--- config.mk ---
export PLATFORM = sky130hd
export DESIGN_NAME = pwm_capture
export DESIGN_NICKNAME = d
export VERILOG_FILES = /design/src/rtl/pwm_capture.sv
export SDC_FILE = /design/constraint.sdc
export NUM_CORES = 1
export LEC_CHECK = 0
export CORE_AREA = 4 4 77 79
export DETAILED_ROUTE_END_ITERATION = 16
export DIE_AREA = 0 0 81 83
export PLACE_DENSITY = 0.64
export SETUP_SLACK_MARGIN = 0.02
export SLEW_MARGIN = 25
export SYNTH_ARGS = -nofsm -noshare
export SYNTH_HDL_FRONTEND = slang
export SYNTH_SLANG_ARGS = --single-unit
--- constraint.sdc ---
create_clock -name clk -period 1.8 [get_ports clk]
set_input_delay 0.45 -clock clk [delete_from_list [all_inputs] [get_ports clk]]
set_output_delay 0.45 -clock clk [all_outputs]
set_load 0.01 [all_outputs]
--- src/rtl/pwm_capture.sv ---
// pwm_capture: receive-side counterpart of the 8-bit PWM generator.
// It measures the rise-to-rise period and the high time of pwmIn, and publishes
// the duty saturated to 8 bits so the result is directly comparable to pwmValue.
// Optional feature macro: PWM_CAPTURE_FILTER_EN adds a 3-sample stability
// filter after the synchronizer, so pulses of 1-2 clocks are ignored.
module pwm_capture #(
    parameter int unsigned PERIOD  = 255,
    parameter int unsigned CNT_W   = 10,
    parameter int unsigned TIMEOUT = 510
) (
    input  logic             clk,
    input  logic             rst_n,
    input  logic             enable,
    input  logic             pwmIn,
    output logic [7:0]       dutyValue,
    output logic [CNT_W-1:0] periodValue,
    output logic             valid,
    output logic             locked,
    output logic             periodErr
);

    typedef enum logic {
        ST_IDLE,
        ST_MEASURE
    } state_t;

    localparam logic [CNT_W-1:0] LP_PERIOD   = CNT_W'(PERIOD);
    localparam logic [CNT_W-1:0] LP_TO_LAST  = CNT_W'(TIMEOUT - 1);
    localparam logic [CNT_W-1:0] LP_DUTY_MAX = CNT_W'(255);

    // input path
    logic             r_sync1;
    logic             r_sync2;
    logic             r_prev;
    logic             w_s;
    logic             w_rise;

    // measurement state
    state_t           r_state;
    state_t           w_state_nxt;
    logic [CNT_W-1:0] r_per;
    logic [CNT_W-1:0] w_per_nxt;
    logic [CNT_W-1:0] r_high;
    logic [CNT_W-1:0] w_high_nxt;

    // published results
    logic [7:0]       r_duty;
    logic [7:0]       w_duty_nxt;
    logic [CNT_W-1:0] r_period;
    logic [CNT_W-1:0] w_period_nxt;
    logic             r_valid;
    logic             w_valid_nxt;
    logic             r_locked;
    logic             w_locked_nxt;
    logic             r_err;
    logic             w_err_nxt;

    // two-flop synchronizer for the possibly asynchronous PWM input
    always_ff @(posedge clk or negedge rst_n) begin
        if (!rst_n) begin
            r_sync1 <= 1'b0;
            r_sync2 <= 1'b0;
        end else begin
            r_sync1 <= pwmIn;
            r_sync2 <= r_sync1;
        end
    end

`ifdef PWM_CAPTURE_FILTER_EN
    logic [1:0] r_hist;

    // two older synchronized samples kept for the stability check
    always_ff @(posedge clk or negedge rst_n) begin
        if (!rst_n) begin
            r_hist <= '0;
        end else begin
            r_hist <= {r_hist[0], r_sync2};
        end
    end

    // accept a new level only after three identical samples; r_prev holds the
    // last accepted level, so it doubles as the filter's hold register
    always_comb begin
        w_s = r_prev;
        if ((r_sync2 == r_hist[0]) && (r_hist[0] == r_hist[1])) begin
            w_s = r_sync2;
        end
    end
`else
    assign w_s = r_sync2;
`endif

    // previous conditioned level for edge detection
    always_ff @(posedge clk or negedge rst_n) begin
        if (!rst_n) begin
            r_prev <= 1'b0;
        end else begin
            r_prev <= w_s;
        end
    end

    assign w_rise = w_s & ~r_prev;

    // state, counters and published results register
    always_ff @(posedge clk or negedge rst_n) begin
        if (!rst_n) begin
            r_state  <= ST_IDLE;
            r_per    <= '0;
            r_high   <= '0;
            r_duty   <= '0;
            r_period <= '0;
            r_valid  <= 1'b0;
            r_locked <= 1'b0;
            r_err    <= 1'b0;
        end else begin
            r_state  <= w_state_nxt;
            r_per    <= w_per_nxt;
            r_high   <= w_high_nxt;
            r_duty   <= w_duty_nxt;
            r_period <= w_period_nxt;
            r_valid  <= w_valid_nxt;
            r_locked <= w_locked_nxt;
            r_err    <= w_err_nxt;
        end
    end

    // next-state: a rise closes a frame (published only from MEASURE); with no
    // rise, reaching TIMEOUT-1 reports the static level and falls back to IDLE
    always_comb begin
        w_state_nxt  = r_state;
        w_per_nxt    = r_per;
        w_high_nxt   = r_high;
        w_duty_nxt   = r_duty;
        w_period_nxt = r_period;
        w_valid_nxt  = 1'b0;
        w_locked_nxt = r_locked;
        w_err_nxt    = r_err;

        if (!enable) begin
            w_state_nxt  = ST_IDLE;
            w_per_nxt    = '0;
            w_high_nxt   = '0;
            w_locked_nxt = 1'b0;
        end else if (w_rise) begin
            if (r_state == ST_MEASURE) begin
                w_duty_nxt   = (r_high > LP_DUTY_MAX) ? 8'hFF : r_high[7:0];
                w_period_nxt = r_per;
                w_err_nxt    = (r_per != LP_PERIOD);
                w_locked_nxt = 1'b1;
                w_valid_nxt  = 1'b1;
            end
            w_state_nxt = ST_MEASURE;
            w_per_nxt   = CNT_W'(1);
            w_high_nxt  = CNT_W'(1);
        end else if (r_per == LP_TO_LAST) begin
            w_duty_nxt   = w_s ? 8'hFF : 8'h00;
            w_period_nxt = '0;
            w_err_nxt    = 1'b0;
            w_valid_nxt  = 1'b1;
            w_state_nxt  = ST_IDLE;
            w_per_nxt    = '0;
            w_high_nxt   = '0;
        end else begin
            w_per_nxt = r_per + CNT_W'(1);
            if (r_state == ST_MEASURE) begin
                w_high_nxt = r_high + CNT_W'(w_s);
            end
        end
    end

    assign dutyValue   = r_duty;
    assign periodValue = r_period;
    assign valid       = r_valid;
    assign locked      = r_locked;
    assign periodErr   = r_err;

endmodule

==> results of run 1 <==
==> synthesized netlist by cell type (all sizes together), types with 3 or more instances <==
| cell type | number |
|---|---|
| dfrtp | 45 |
| nor2 | 25 |
| inv | 11 |
| xor2 | 10 |
| mux2i | 9 |
| and3 | 8 |
| o21ai | 8 |
| a21o | 7 |
| nand3 | 7 |
| xnor2 | 7 |
| buf | 6 |
| nand2 | 6 |
| a22o | 5 |
| ha | 4 |
| nand4 | 4 |
| nor3 | 3 |
==> cell families after synthesis <==
kind of cell | Yosys count
and+or+nand+nor | 62
adders and majority gates | 4
AOI/OAI and AO/OA | 24
DFF | 45
xor gates and xnor gates | 17
buffers and inverters | 18
muxes | 9
==> registers in the layout, indices dropped and copies added (netlist names) <==
register	count
periodValue	10
r_high	10
r_per	10
dutyValue	8
locked	1
periodErr	1
r_prev	1
r_state	1
r_sync1	1
r_sync2	1
valid	1
==> path summary, 6_finish.rpt <==
| kind | endpoint | slack (ns) | depth (start not counted) |
|---|---|---|---|
| setup / recovery | periodValue[3] | 0.14 | 1 |
| hold / removal | dutyValue[5] | 0.08 | 1 |
| setup reg to reg | r_per[5] | 0.21 | 6 |
| hold reg to reg | r_sync2 | 0.36 | 0 |
| max in group asynchronous | locked | 1.23 | 2 |
| min in group clk | r_sync2 | 0.36 | 0 |
==> routing by layer <==
metal,up-vias,share of wire,track usage
li1,664,-,-
met1,630,0.50,0.1769
met2,19,0.45,0.1740
met3,6,0.028,0.02603
met4,0,0.019,0.05069
met5,-,0,0
==> cell type report <==
cell class              instances  area share
flip-flops and latches         45      0.4571
repair buffers                 32      0.1249
clock inverters                 2    0.005587
multi-input cells             116      0.3255
clock buffers                   6     0.03352
inverters                      11     0.01676
well taps                      72     0.03657
==> power breakdown <==
part / internal, mW / total [mW] / switching, mW / leakage [nW]
Sequential: 1.08 / 1.13 / 0.0429 / 0.598
Combinational: 0.173 / 0.311 / 0.138 / 0.588
Clock: 0.311 / 0.639 / 0.328 / 0.0512
Total: 1.57 / 2.08 / 0.509 / 1.24
==> placed cells by master, fill, tap and decap left out, drive strengths merged <==
cell type / netlist / final
xor2: 10 / 10
a21oi: 2 / 2
xnor2: 7 / 7
and2b: 1 / 1
inv: 11 / 11
clkbuf: 1 / 6
clkinv: 0 / 2
or3: 2 / 2
mux2i: 9 / 9
nand4b: 1 / 1
ha: 4 / 4
and4: 2 / 2
nand3b: 1 / 1
dfrtp: 45 / 45
nor3: 3 / 3
nand2: 6 / 6
clkdlybuf4s50: 0 / 23
and3: 8 / 8
nor3b: 1 / 1
nand4: 4 / 4
a22o: 5 / 5
o21ai: 8 / 8
nor2: 25 / 25
nand3: 7 / 7
o21a: 2 / 2
buf: 6 / 9
nor2b: 1 / 1
a21o: 7 / 7
==> stage by stage <==
step           instance area [um^2]  hold slack, ns  power [mW]
2_1_floorplan                  2024          0.1544       1.280
3_3_place_gp                   2367          0.3357       1.462
3_5_place_dp                   2367          0.3440       1.469
4_1_cts                        2464         0.09366       2.114
5_1_grt                        2464          0.1116       2.193
6_report                       2464         0.08275       2.077
==> impl.org, run 1 <==
** Routing
- Once detail routing completed, the nets flagged for antenna violations numbered 0.
- The final layout contains routed wiring with a total length of 3559 um.
- Dividing the detail-routed via count by the number of cells gives 4.644.
- Detailed routing inserted a total of 1319 vias.
- The first routing iteration left 56 violations.
- Detailed-routing iteration count for the pre-antenna-repair pass :: 4
- After detailed routing, the average wire length per cell comes to 12.53 um.
- For this run, design rule violations remaining after detail routing come to 0.

** Setup path
- The critical path in this run is classified as reg -> out.
- In this run the worst setup path begins at periodValue[3].
- Broken down by cell family, the worst path's largest delay share belongs to buffers and inverters.
- In this design, the stage delay of the slowest critical-path cell is 0.55 ns.
- Walking the worst path, the cells encountered are clkdlybuf4s50_1.
- Startpoint type of the worst setup path :: flip-flop
- At the worst endpoint, the arrival time is 1.21 ns.
- Along the worst path, the maximum fanout reaches 2.
- Together, buffers and inverters on the worst path number 1.
- The worst setup path is captured at an output pin.
- The worst register-to-register path begins at r_per[1].
- Data on the critical path is required at its endpoint by 1.35 ns.
- Highest-delay cell along the critical path :: sky130_fd_sc_hd__clkdlybuf4s50_1

** STA
- The count of final max-slew check failures is 0.
- Setup violations remaining at the end of the flow were counted as 0.
- Rel. slew slack :: 0.7152
- Top achievable clock speed :: 601.6 MHz
- Unrepaired setup endpoints after global routing :: no
- The final-report hold violation count came to 0.
- Sum Neg Setup Slack :: 0 ns
- On the final layout, the worst clock skew is 0.008780 ns.
- Smallest setup slack after layout :: 0.1379 ns
- Final critical path time including I/O delays and setup :: 1.662 ns
- In the finished design, the share of the clock period the worst path needs comes to 0.9234.
- Transition time of the tightest slew-check pin :: 0.4272 ns

** Clocking
- The number of hold buffers added after CTS was 0.
- Clock Latency Late Sink :: 0.30 ns
- CTS H-tree lvls :: 2
- Clk pin slew, worst setup/hold paths :: 0.08 ns
- Post-CTS timing repair inserted 0 buffers for setup.
- The longest clock path from root to sink contains 2 buffers.
- TritonCTS built the clock tree.
- Clock tree root driver cell :: sky130_fd_sc_hd__clkbuf_8
- The number of gates resized after CTS was 0.
- # clock sinks :: 45
- TritonCTS created 5 clock buffers.

** Floorplanning
- Vertical die dimension :: 83 um
- Placeable core area :: 5338 um^2
- Top-Level Pins :: 25
- For this configuration, the core starts out at a cell density of 0.3793.
- Measured along the x axis, the die boundary spans 81 um.
- The initialized floorplan defines 27 standard-cell rows.
- Die area :: 6723 um^2

** Finish
- Combined area of the multi-input logic cells :: 802.0 um^2
- Area added between synthesis and finish :: 21.69%
- Filler Cells Inserted :: 539
- The number of antenna diodes in the final layout is 0.
- Layout Utilization :: 0.4616
- Area used by sequential logic in the layout :: 1126 um^2
- At the end of the flow, the number of nets in the layout was 219.
- The count of cells in the finished layout, fillers not included, comes to 284.
- In the final layout, the share of cells above drive strength 1 is 0.1132.

** Logic synthesis
- After synthesis the cells add up to 2024 um^2.
- Fraction of the yosys area taken by sequential cells :: 0.5562
- Synthesis handed over a netlist of 179 instances.
- Count of yosys warnings during synthesis :: 0
- Number of flops mapped to enable cells by yosys :: 0
- By area, the combinational part of the netlist is dominated by simple AND/OR/NAND/NOR gates.
- Largest area contributor in the netlist :: sky130_fd_sc_hd__dfrtp_1
- Net count of the mapped netlist :: 187
- Compound-cell area share of the yosys netlist :: 0.08158
- In this run, synthesis produced a sequential element count of 45.
- Of the total synthesized cell area, the portion taken by XOR and XNOR cells is 0.07355.
- Of the total synthesized cell area, the portion taken by full adders, half adders and majority gates is 0.02472.
- Area share of the largest cell type after synthesis :: 0.5562
- Asr flop ratio synth :: 1.000
- The most used flip-flop cell after synthesis is sky130_fd_sc_hd__dfrtp_1.
- Fraction of synthesized area in multiplexers :: 0.04450
- By area the synthesized netlist is led by sky130_fd_sc_hd__dfrtp_1 56%, sky130_fd_sc_hd__nor2_1 4.6%, sky130_fd_sc_hd__mux2i_1 4.4%, sky130_fd_sc_hd__xor2_1 4.3%, sky130_fd_sc_hd__xnor2_1 3.0%.
- Simple logic cell fraction of the synthesized area :: 0.1718
- The netlist uses 33 different library cells.
- Synthesized area per cell :: 11.31 um^2

** Hold path
- The path class of the tightest hold or removal check is in -> async.

** Placement
- The congestion estimate from routability-driven global placement came to 0.8386.
- After detailed placement, the design holds a cell count of 276.
- Half-perimeter wire length of the detailed placement result :: 2639 um
- During placement, the flow inserted port buffers numbering 24.
- Post-placement setup slack :: -0.004792 ns

** Power and ir drop
- Pwr/cell area :: 843.3 nW/um^2
- Peak supply drop :: 0.0003348 V
- Total leakage power :: 1.237 nW

** GRT
- The initial antenna violation count was 0.
- Entering global routing, the biggest net connects 29 pins.
- For this run, the total global-route usage over all layers was measured as 0.1218.
- The first global-routing pass estimated 6417 um of wire.
- Vias in the first global route :: 1339
- For this run the aggregate overflow at the end of global routing stands at 0.

** Outcome
- The run finished with clean final reports.

** Flow run
- Max Cap Violations :: 0
(Power assumes the default switching activity.)
==> run 2: changes to the inputs <==
- CORE_AREA: 4 4 77 79 -> 8 8 81 83
- DIE_AREA: 0 0 81 83 -> 0 0 89 91
==> run 2 against run 1 <==
Compared with the run above: largest power group unchanged; first-iteration DRC count rose by 54%; largest cell class unchanged; register-to-register slack barely moved; utilization rose by 0.59 points; worst hold slack improved by 0.032 ns; non-clock buffer count rose by 1; clock-buffer cell count did not move; critical path depth did not move.
==> impl.org, run 2 (synthesized netlist as in run 1, its figures left out) <==
** Setup path
- The worst setup path is launched from a flip-flop.
- Critical path arrival :: 1.22 ns (about the same)
- Kind of cell with the highest combined delay on the critical path :: buffers and inverters
- Cells on worst reg2reg path :: 7 (+1)
- Cell-by-cell trace of the critical path :: clkdlybuf4s50_1
- Type of the worst setup path :: reg -> out
- Worst Path Max Fanout :: 2 (unchanged)
- In this run the critical register-to-register path is launched from r_per[1].
- The slowest stage of the critical path belongs to the cell sky130_fd_sc_hd__clkdlybuf4s50_1.
- The required time of the worst setup path is 1.35 ns (about the same).
- The number of buffer and inverter stages on the critical path came to 1 (unchanged).
- The highest cell delay on the worst timing path was 0.55 ns (about the same).
- Reg2reg end :: periodErr
- Sort of element at the end of the critical path :: output pin
- Worst reg-to-reg setup slack :: 0.20 ns (about the same)

** Clocking
- Clock tree root driver cell :: sky130_fd_sc_hd__clkbuf_8
- TritonCTS built the clock tree.
- The clock insertion delay at the later pin of the skew report is 0.30 ns (about the same).
- Post-cts hold buffer count :: 0 (unchanged)
- Bufs on Longest Clock Path :: 2 (unchanged)
- The clock slew seen by the registers of the worst setup and hold paths is 0.08 ns (about the same).
- The number of H-tree branching levels came to 2 (unchanged).
- # clock sinks :: 45 (unchanged)
- Number of post-CTS setup repair buffers :: 0 (unchanged)
- Number of buffers created by CTS :: 5 (unchanged)
- Count of instances resized after the clock tree is built :: 0 (unchanged)

** STA
- The worst-case headroom to the max-slew limit was 0.7969 (+0.08164).
- The count of final max-slew check failures was 0 (unchanged).
- Setup repair after global routing left no endpoint under its margin.
- Smallest setup slack after layout :: 0.1253 ns (-0.01261 ns)
- Top achievable clock speed :: 597.1 MHz (-0.75%)
- Final critical path time including I/O delays and setup :: 1.675 ns (+0.01261 ns)
- The share of the clock period used by the worst path after layout was 0.9304 (+0.007003).
- Final setup violation count :: 0 (unchanged)
- Maximum clock skew at final layout :: 0.008207 ns (-0.0005721 ns)
- The final-report hold violation count was 0 (unchanged).
- Transition time of the tightest slew-check pin :: 0.3024 ns (-0.1248 ns)

** GRT
- The via count of the first global-routing pass came to 1355 (+1.2%).
- Maximum number of pins on one net before global-route repair :: 46 (+59%)
- The remaining global-route overflow was 0 (unchanged).
- First-pass GRT wire length :: 6417 um (unchanged)
- Initial antenna violation count :: 0 (unchanged)
- The total global-route track usage came to 0.1000 (-0.02172).

** Placement
- The number of placed instances, taps included was 277 (+0.36%).
- The cell area after placement was 2375 um^2 (+0.32%).
- The routability congestion estimate was 0.7767 (-7.4%).
- Half-perimeter wire length of the detailed placement result :: 2658 um (+0.69%)
- The number of buffers added on ports came to 24 (unchanged).
- Post-placement setup slack :: -0.04429 ns (-0.03949 ns)

** Floorplanning
- The initial standard-cell utilization of the core was 0.3793 (unchanged).
- The floorplan row count is 27 (unchanged).
- Placeable core area :: 5338 um^2 (unchanged)
- The vertical extent of the die is 91 um (+9.6%).
- The width of the die came to 89 um (+9.9%).
- Die area :: 8099 um^2 (+20%)
- The total I/O pin count is 25 (unchanged).

** Routing
- Avg WL per Cell :: 12.99 um (+3.7%)
- Detailed-routing iteration count for the pre-antenna-repair pass :: 4 (unchanged)
- The violation count after the first detailed-route iteration is 86 (+54%).
- The post-detailed-route DRC marker count came to 0 (unchanged).
- The routed wire length was 3703 um (+4.0%).
- Via Count :: 1321 (+0.15%)
- The via density per instance is 4.635 (-0.20%).
- The residual antenna-violating net count after detailed routing is 0 (unchanged).

** Hold path
- Class of the tightest hold or removal check :: in -> async

** Flow run
- Max Cap Violations :: 0 (unchanged)

** Finish
- The non-filler instance count after layout is 285 (+0.35%).
- The utilization of the core after routing was 0.4674 (+0.005861).
- The net count of the finished layout came to 220 (+0.46%).
- The final instance area was 2495 um^2 (+1.3%).
- The share of cells above drive strength 1 came to 0.1174 (+0.004163).
- Final antenna diode count :: 0 (unchanged)
- Commonest non-fill, non-tap cell in the layout :: sky130_fd_sc_hd__dfrtp_1
- Most used cells in the layout excluding fill and tap cells :: 45 x sky130_fd_sc_hd__dfrtp_1, 25 x sky130_fd_sc_hd__nor2_1, 23 x sky130_fd_sc_hd__clkdlybuf4s50_1
- Relative to the synthesized area, the layout overhead comes to 23.24%.

** Power and ir drop
- The leakage dissipation came to 1.248 nW (+0.84%).
- Post-route total power :: 2.224 mW (+7.1%)
- Peak supply drop :: 0.0004054 V (+21%)
- The power per cell area came to 891.6 nW/um^2 (+5.7%).

** Outcome
- Status :: finished, final reports clean
==> run 2: cell types whose count changed in the layout (fill, tap and decap cells not counted), sizes merged <==
cell      change
clkinvlp      +1
clkinv        -2
buf           +1
bufinv        +1
==> run 2: area by class of cell <==
cell class                 instances  area [um^2]
inverter                          11        41.29
timing repair buffer              33        315.3
fill                             533         2843
multi-input combinational        116        802.0
clock inverter                     2        37.54
tap                               72        90.09
clock buffer                       6        82.58
sequential                        45         1126
==> run 2: layer usage <==
metal	GRT usage	vias to the layer above	wire length (um)
met5	0	-	0
met2	0.1484	22	1637
li1	-	665	-
met3	0.03063	5	194
met1	0.1311	629	1816
met4	0.04161	0	54
==> run 2: worst max-delay path by stage <==
stage	start	end	slack, ns	cells past startpoint
floorplan	r_per[1]	r_per[4]	0.32	7
global placement	enable	dutyValue[5]	0.02	5
detailed placement	enable	dutyValue[4]	-0.04	5
CTS	periodValue[4]	periodValue[4]	0.11	1
global route	r_per[1]	dutyValue[3]	0.08	7
finish	periodValue[4]	periodValue[4]	0.13	1
==> run 2: through the flow <==
stage | setup TNS, ns | hold slack [ns]
2_1_floorplan | 0 | 0.1544
3_3_place_gp | 0 | 0.3356
3_5_place_dp | -0.1283 | 0.3379
4_1_cts | 0 | 0.1211
5_1_grt | 0 | 0.1337
6_report | 0 | 0.1143
==> run 2: power breakdown <==
group          total [mW]  leakage (nW)  internal, mW  switching (mW)
combinational       0.312         0.592         0.173           0.139
clock               0.784        0.0574         0.451           0.333
sequential           1.13         0.598          1.08          0.0442
